===== config.mk =====
export PLATFORM = sky130hd
export DESIGN_NAME = rle_decode
export DESIGN_NICKNAME = d
export VERILOG_FILES = /design/src/rtl/rle_decode_pkg.sv /design/src/rtl/rle_decode_reg.sv /design/src/rtl/rle_decode.sv
export SDC_FILE = /design/constraint.sdc
export NUM_CORES = 1
export LEC_CHECK = 0
export BUFFER_PORTS_ARGS = -buffer_cell sky130_fd_sc_hd__buf_4
export CELL_PAD_IN_SITES_DETAIL_PLACEMENT = 0
export CELL_PAD_IN_SITES_GLOBAL_PLACEMENT = 1
export CORE_MARGIN = 1.5
export CORE_UTILIZATION = 36
export DETAILED_ROUTE_END_ITERATION = 7
export PLACE_DENSITY_LB_ADDON = 0.1
export SLEW_MARGIN = 20
export SYNTH_ARGS = -nofsm -noshare
export SYNTH_HDL_FRONTEND = slang
export SYNTH_SLANG_ARGS = --single-unit

===== constraint.sdc =====
create_clock -name CLK -period 2 [get_ports CLK]
set_input_delay 0.1 -clock CLK [delete_from_list [all_inputs] [get_ports CLK]]
set_output_delay 0.1 -clock CLK [all_outputs]
set_load 0.05 [all_outputs]

===== src/rtl/rle_decode_pkg.sv =====
// Shared run-length coding definitions: state encoding and default widths,
// common to the run-length encoder and decoder.
package rle_decode_pkg;

  localparam int RLE_DW = 8;
  localparam int RLE_CW = 3;

  localparam logic [15:0] TOTAL_MAX = 16'hFFFF;

  typedef enum logic {
    IDLE = 1'b0,
    EMIT = 1'b1
  } rle_state_e;

endpackage


===== src/rtl/rle_decode_reg.sv =====
// Enable/reset storage register: synchronous active-low clear, load on enable.
module rle_decode_reg #(
  parameter int W = 8
) (
  input  logic         CLK,
  input  logic         RST,
  input  logic         en_i,
  input  logic [W-1:0] d_i,
  output logic [W-1:0] q_o
);

  logic [W-1:0] val_q;

  // Clear on reset, otherwise load when enabled.
  always_ff @(posedge CLK) begin
    if (!RST) begin
      val_q <= '0;
    end else if (en_i) begin
      val_q <= d_i;
    end
  end

  assign q_o = val_q;

endmodule


===== src/rtl/rle_decode.sv =====
// Run-length decoder: expands (symbol, count) pairs into a symbol stream with
// valid/ready handshakes on both sides and a saturating emitted-symbol total.
module rle_decode
  import rle_decode_pkg::*;
#(
  parameter int DW = RLE_DW,
  parameter int CW = RLE_CW
) (
  input  logic          CLK,
  input  logic          RST,
  input  logic          IN_VALID,
  output logic          IN_READY,
  input  logic [DW-1:0] IN_DATA,
  input  logic [CW-1:0] IN_COUNT,
  output logic          OUT_VALID,
  input  logic          OUT_READY,
  output logic [DW-1:0] OUT_DATA,
  output logic [15:0]   OUT_TOTAL
);

  // Remaining-count register is one bit wider so a full 2^CW run fits.
  localparam int unsigned RUN_MAX_I = 1 << CW;
  localparam logic [CW:0] RUN_MAX   = RUN_MAX_I[CW:0];
  localparam logic [CW:0] R_ONE     = {{CW{1'b0}}, 1'b1};

  // A count of zero stands for the longest run.
  function automatic logic [CW:0] run_len(input logic [CW-1:0] cnt);
    return (cnt == '0) ? RUN_MAX : {1'b0, cnt};
  endfunction

  function automatic logic [15:0] sat_inc(input logic [15:0] v);
    return (v == TOTAL_MAX) ? v : v + 16'd1;
  endfunction

  rle_state_e    state_q, state_d;
  logic [CW:0]   r_q, r_d;
  logic          r_en;
  logic [DW-1:0] data_q;
  logic          data_en;
  logic [15:0]   total_q;
  logic          total_en;
  logic          in_acc;
  logic          out_hs;

  assign OUT_VALID = (state_q == EMIT);
  assign out_hs    = OUT_VALID && OUT_READY;
  // Ready when empty, or when the last symbol of the run leaves this cycle,
  // which lets the next run follow without a bubble.
  assign IN_READY  = RST && ((state_q == IDLE) || ((r_q == R_ONE) && OUT_READY));
  assign in_acc    = IN_VALID && IN_READY;
  assign total_en  = out_hs && (total_q != TOTAL_MAX);

  assign OUT_DATA  = data_q;
  assign OUT_TOTAL = total_q;

  // State register.
  always_ff @(posedge CLK) begin
    if (!RST) begin
      state_q <= IDLE;
    end else begin
      state_q <= state_d;
    end
  end

  // Next state, run-count and symbol load control.
  always_comb begin
    state_d = state_q;
    r_d     = r_q;
    r_en    = 1'b0;
    data_en = 1'b0;
    if (in_acc) begin
      state_d = EMIT;
      r_d     = run_len(IN_COUNT);
      r_en    = 1'b1;
      data_en = 1'b1;
    end else if (out_hs) begin
      r_en = 1'b1;
      if (r_q == R_ONE) begin
        state_d = IDLE;
        r_d     = '0;
      end else begin
        r_d = r_q - R_ONE;
      end
    end
  end

  rle_decode_reg #(.W(DW)) u_data (
    .CLK  (CLK),
    .RST  (RST),
    .en_i (data_en),
    .d_i  (IN_DATA),
    .q_o  (data_q)
  );

  rle_decode_reg #(.W(CW + 1)) u_run (
    .CLK  (CLK),
    .RST  (RST),
    .en_i (r_en),
    .d_i  (r_d),
    .q_o  (r_q)
  );

  rle_decode_reg #(.W(16)) u_total (
    .CLK  (CLK),
    .RST  (RST),
    .en_i (total_en),
    .d_i  (sat_inc(total_q)),
    .q_o  (total_q)
  );

endmodule

==> flow_metrics.py <==
metrics = {
    "power_and_ir_drop": {
        "p_total_uw": 1260,
        "p_leak_uw": 0.000698,
        "power_density_nw_per_um2": 678,
        "peakVddDrop_mv": 0.424,
    },
    "clocking": {
        "cts_tree": "done",
        "h-tree-depth": 2,
        "insertion_delay_ns": 0.27,
        "numCtsBuffers": 5,
        "cts_root_buf": "clkbuf_8",
        "cts_sinks": 29,
        "ctsHoldBuffers": 0,
        "clkTransAtPathRegs_ns": 0.06,
        "cts.path.max_buffers": 2,
    },
    "yosys": {
        "netlist_area_um2": 1390,
        "yosysMostFrequentCell": "nand2_1",
        "syn_nets": 189,
        "synth_flop_cell": "dfxtp_1",
        "yosysUniqueCellTypes": 36,
        "ys_seq_area_share_pct": 41.8,
        "yosysTopAreaCell": "dfxtp_1",
        "synthTopCellsByCount": "nand2_1, dfxtp_1, o21ai_0, a21oi_1, nor2_1",
        "post_synth.cell_area_avg_um2": 8.11,
        "synth-seq-cells": 29,
        "synth.area.top_cells": "dfxtp_1, nand2_1, o21ai_0, a21oi_1, or3_1",
        "synthCells": 171,
        "yosys.area.top_type_share_pct": 41.8,
        "synth-async-reset-ratio_pct": 0,
        "synth_enable_flop_cells": 0,
        "yosysWarnings": 0,
    },
    "drt": {
        "drc_errors": 0,
        "dr.pass1.iters": 4,
        "vias": 1417,
        "first_iter_violations": 89,
        "antenna_left": 0,
        "wirelength_mm": 3.45,
        "wl_per_cell_um": 13.0,
        "via_per_inst": 5.35,
    },
    "sta": {
        "worstMarginPinSlew_ns": 0.568,
        "period_share_pct": 90.6,
        "grt_setup_unrepaired": "no",
        "hold_violations": 0,
        "tns_ns": 0,
        "setup_viol": 0,
        "finalMaxSlewViolations": 0,
        "fin_skew_ns": 0.00422,
        "fmax_mhz": 552,
        "min_period_ns": 1.81,
        "relSlewSlack_pct": 61.8,
    },
    "worst_setup_path": {
        "path_cells": "ha_1 > nand2_1 > or3_4 > or4_1 > a21oi_1",
        "crit_start": "u_total.q_o[0]$_SDFFE_PN0P_",
        "r2r-start": "u_total.q_o[0]$_SDFFE_PN0P_",
        "crit_arrival_ns": 2.01,
        "r2r_end": "u_total.q_o[8]$_SDFFE_PN0P_",
        "cp-endpoint": "u_total.q_o[8]$_SDFFE_PN0P_",
        "cp-end-kind": "flop",
        "cp_slowest_stage_delay_ns": 0.48,
        "cpMaxStageDelayCell": "or4_1",
        "critPathKind": "flop to flop",
        "reg2reg_depth": 5,
        "start_kind": "flop",
        "crit_fanout": 9,
        "rrSetupSlack_ns": 0.19,
        "crit_required_ns": 2.20,
    },
    "die": {
        "die-area_um2": 4240,
        "core_um2": 3690,
        "start_util_pct": 37.6,
        "num_rows": 22,
        "die_x_um": 65.1,
        "die_h_um": 65.1,
        "ioPinCount": 41,
    },
    "placement": {
        "gp_congestion": 0.842,
        "post-dp-hpwl_mm": 2.52,
        "port-buffer-count": 40,
    },
    "global_routing": {
        "grt_antenna_before_repair": 0,
        "use_met2_pct": 31.7,
        "overflow": 0,
        "busiest_layer": "met2",
        "grt_pass1_vias": 1380,
        "grt_use_met3_pct": 4.34,
        "grt_usage_pct": 18.2,
        "gr-usage-met1_pct": 20.7,
        "grt_pass1_wl_mm": 5.94,
        "grt_start_max_net_pins": 19,
    },
    "final_layout": {
        "diodes": 0,
        "area_growth_syn_to_layout_pct": 34.1,
        "drive_gt1_share_pct": 31.8,
        "nets": 234,
    },
    "flow_run": {
        "drv_cap": 0,
    },
    "min_path": {
        "min_path_type": "input port to flop",
    },
    "outcome": {
        "outcome": "completed",
    },
}
## worst max-delay path, delay by kind of cell, from the launching register on
family,cells,cell delay [ns]
DFF,1,0.38
AOI/OAI and AO/OA,1,0.14
and+or+nand+nor,3,0.98
adders and majority gates,1,0.24
## how the worst min path moves through the flow
stage,from,end,slack [ns],cells after the start
after floorplan,IN_DATA[0],u_data.q_o[0]$_SDFFE_PN0P_,0.21,2
after global placement,IN_DATA[3],u_data.q_o[3]$_SDFFE_PN0P_,0.29,3
final,IN_DATA[3],u_data.q_o[3]$_SDFFE_PN0P_,0.02,3
after global routing,IN_DATA[4],u_data.q_o[4]$_SDFFE_PN0P_,0.02,3
after CTS,IN_DATA[3],u_data.q_o[3]$_SDFFE_PN0P_,0.01,3
after detailed placement,IN_DATA[4],u_data.q_o[4]$_SDFFE_PN0P_,0.30,3
## layer usage
layer,share of wire [%],vias up
met5,0,-
met4,0.67,0
met1,46,667
met3,3.7,2
met2,50,28
li1,-,720
## cell usage in the layout (no fill, tap or decap), types with 4 or more instances in the layout
master | synthesis | routed
inv_1 | 6 | 6
nor2_1 | 8 | 8
clkbuf_8 | 0 | 5
buf_4 | 0 | 45
a21oi_1 | 12 | 12
or3_1 | 7 | 6
or4_1 | 4 | 4
o21ai_0 | 16 | 16
dfxtp_2 | 0 | 13
nand4_1 | 6 | 6
nand2_1 | 31 | 31
dfxtp_1 | 29 | 16
## stage by stage
step / hold WS (ns) / setup slack [ns] / utilization [%] / std cells / area [um^2]
floorplan: 0.209 / 0.00813 / - / 171 / 1400
global placement: 0.293 / 0.186 / 48.1 / 257 / 1780
detailed placement: 0.301 / 0.137 / 48.1 / 257 / 1780
CTS: 0.0128 / 0.114 / 50.3 / 265 / 1860
global route: 0.0170 / 0.0641 / 50.4 / 265 / 1860
finish: 0.0174 / 0.189 / 50.4 / 265 / 1860
## where the power goes
group,internal (uW),switching (uW)
registers,600,17.8
clock network,247,208
logic,70.4,118
## registers in the layout, summed over array words and instances (netlist names)
register and cells:
u_data.q_o 8, u_run.q_o 4, u_total.q_o 16, OUT_VALID 1
## cells by family after synthesis
logic type | count (synthesis) | synth area share [%]
buffers and inverters | 14 | 3.79
muxes | 3 | 2.16
AOI/OAI and AO/OA | 44 | 19.5
and+or+nand+nor | 78 | 30.0
DFF | 29 | 41.8
adders and majority gates | 3 | 2.71
## final cells by class
class                   instances  area (um^2)
fillers                       377         1830
multi-input cells             128          759
flip-flops and latches         29          597
repair buffers                 45          338
clock buffers                   8         80.1
well taps                      48         60.1
inverters                       7         26.3
## timing repair
| item | 4_1_cts | 5_1_grt |
|---|---|---|
| setup buffers | 0 | 0 |
| endpoints found under the setup margin | 0 | 1 |
| resized for setup | 0 | 1 |
(Power assumes the default switching activity.)
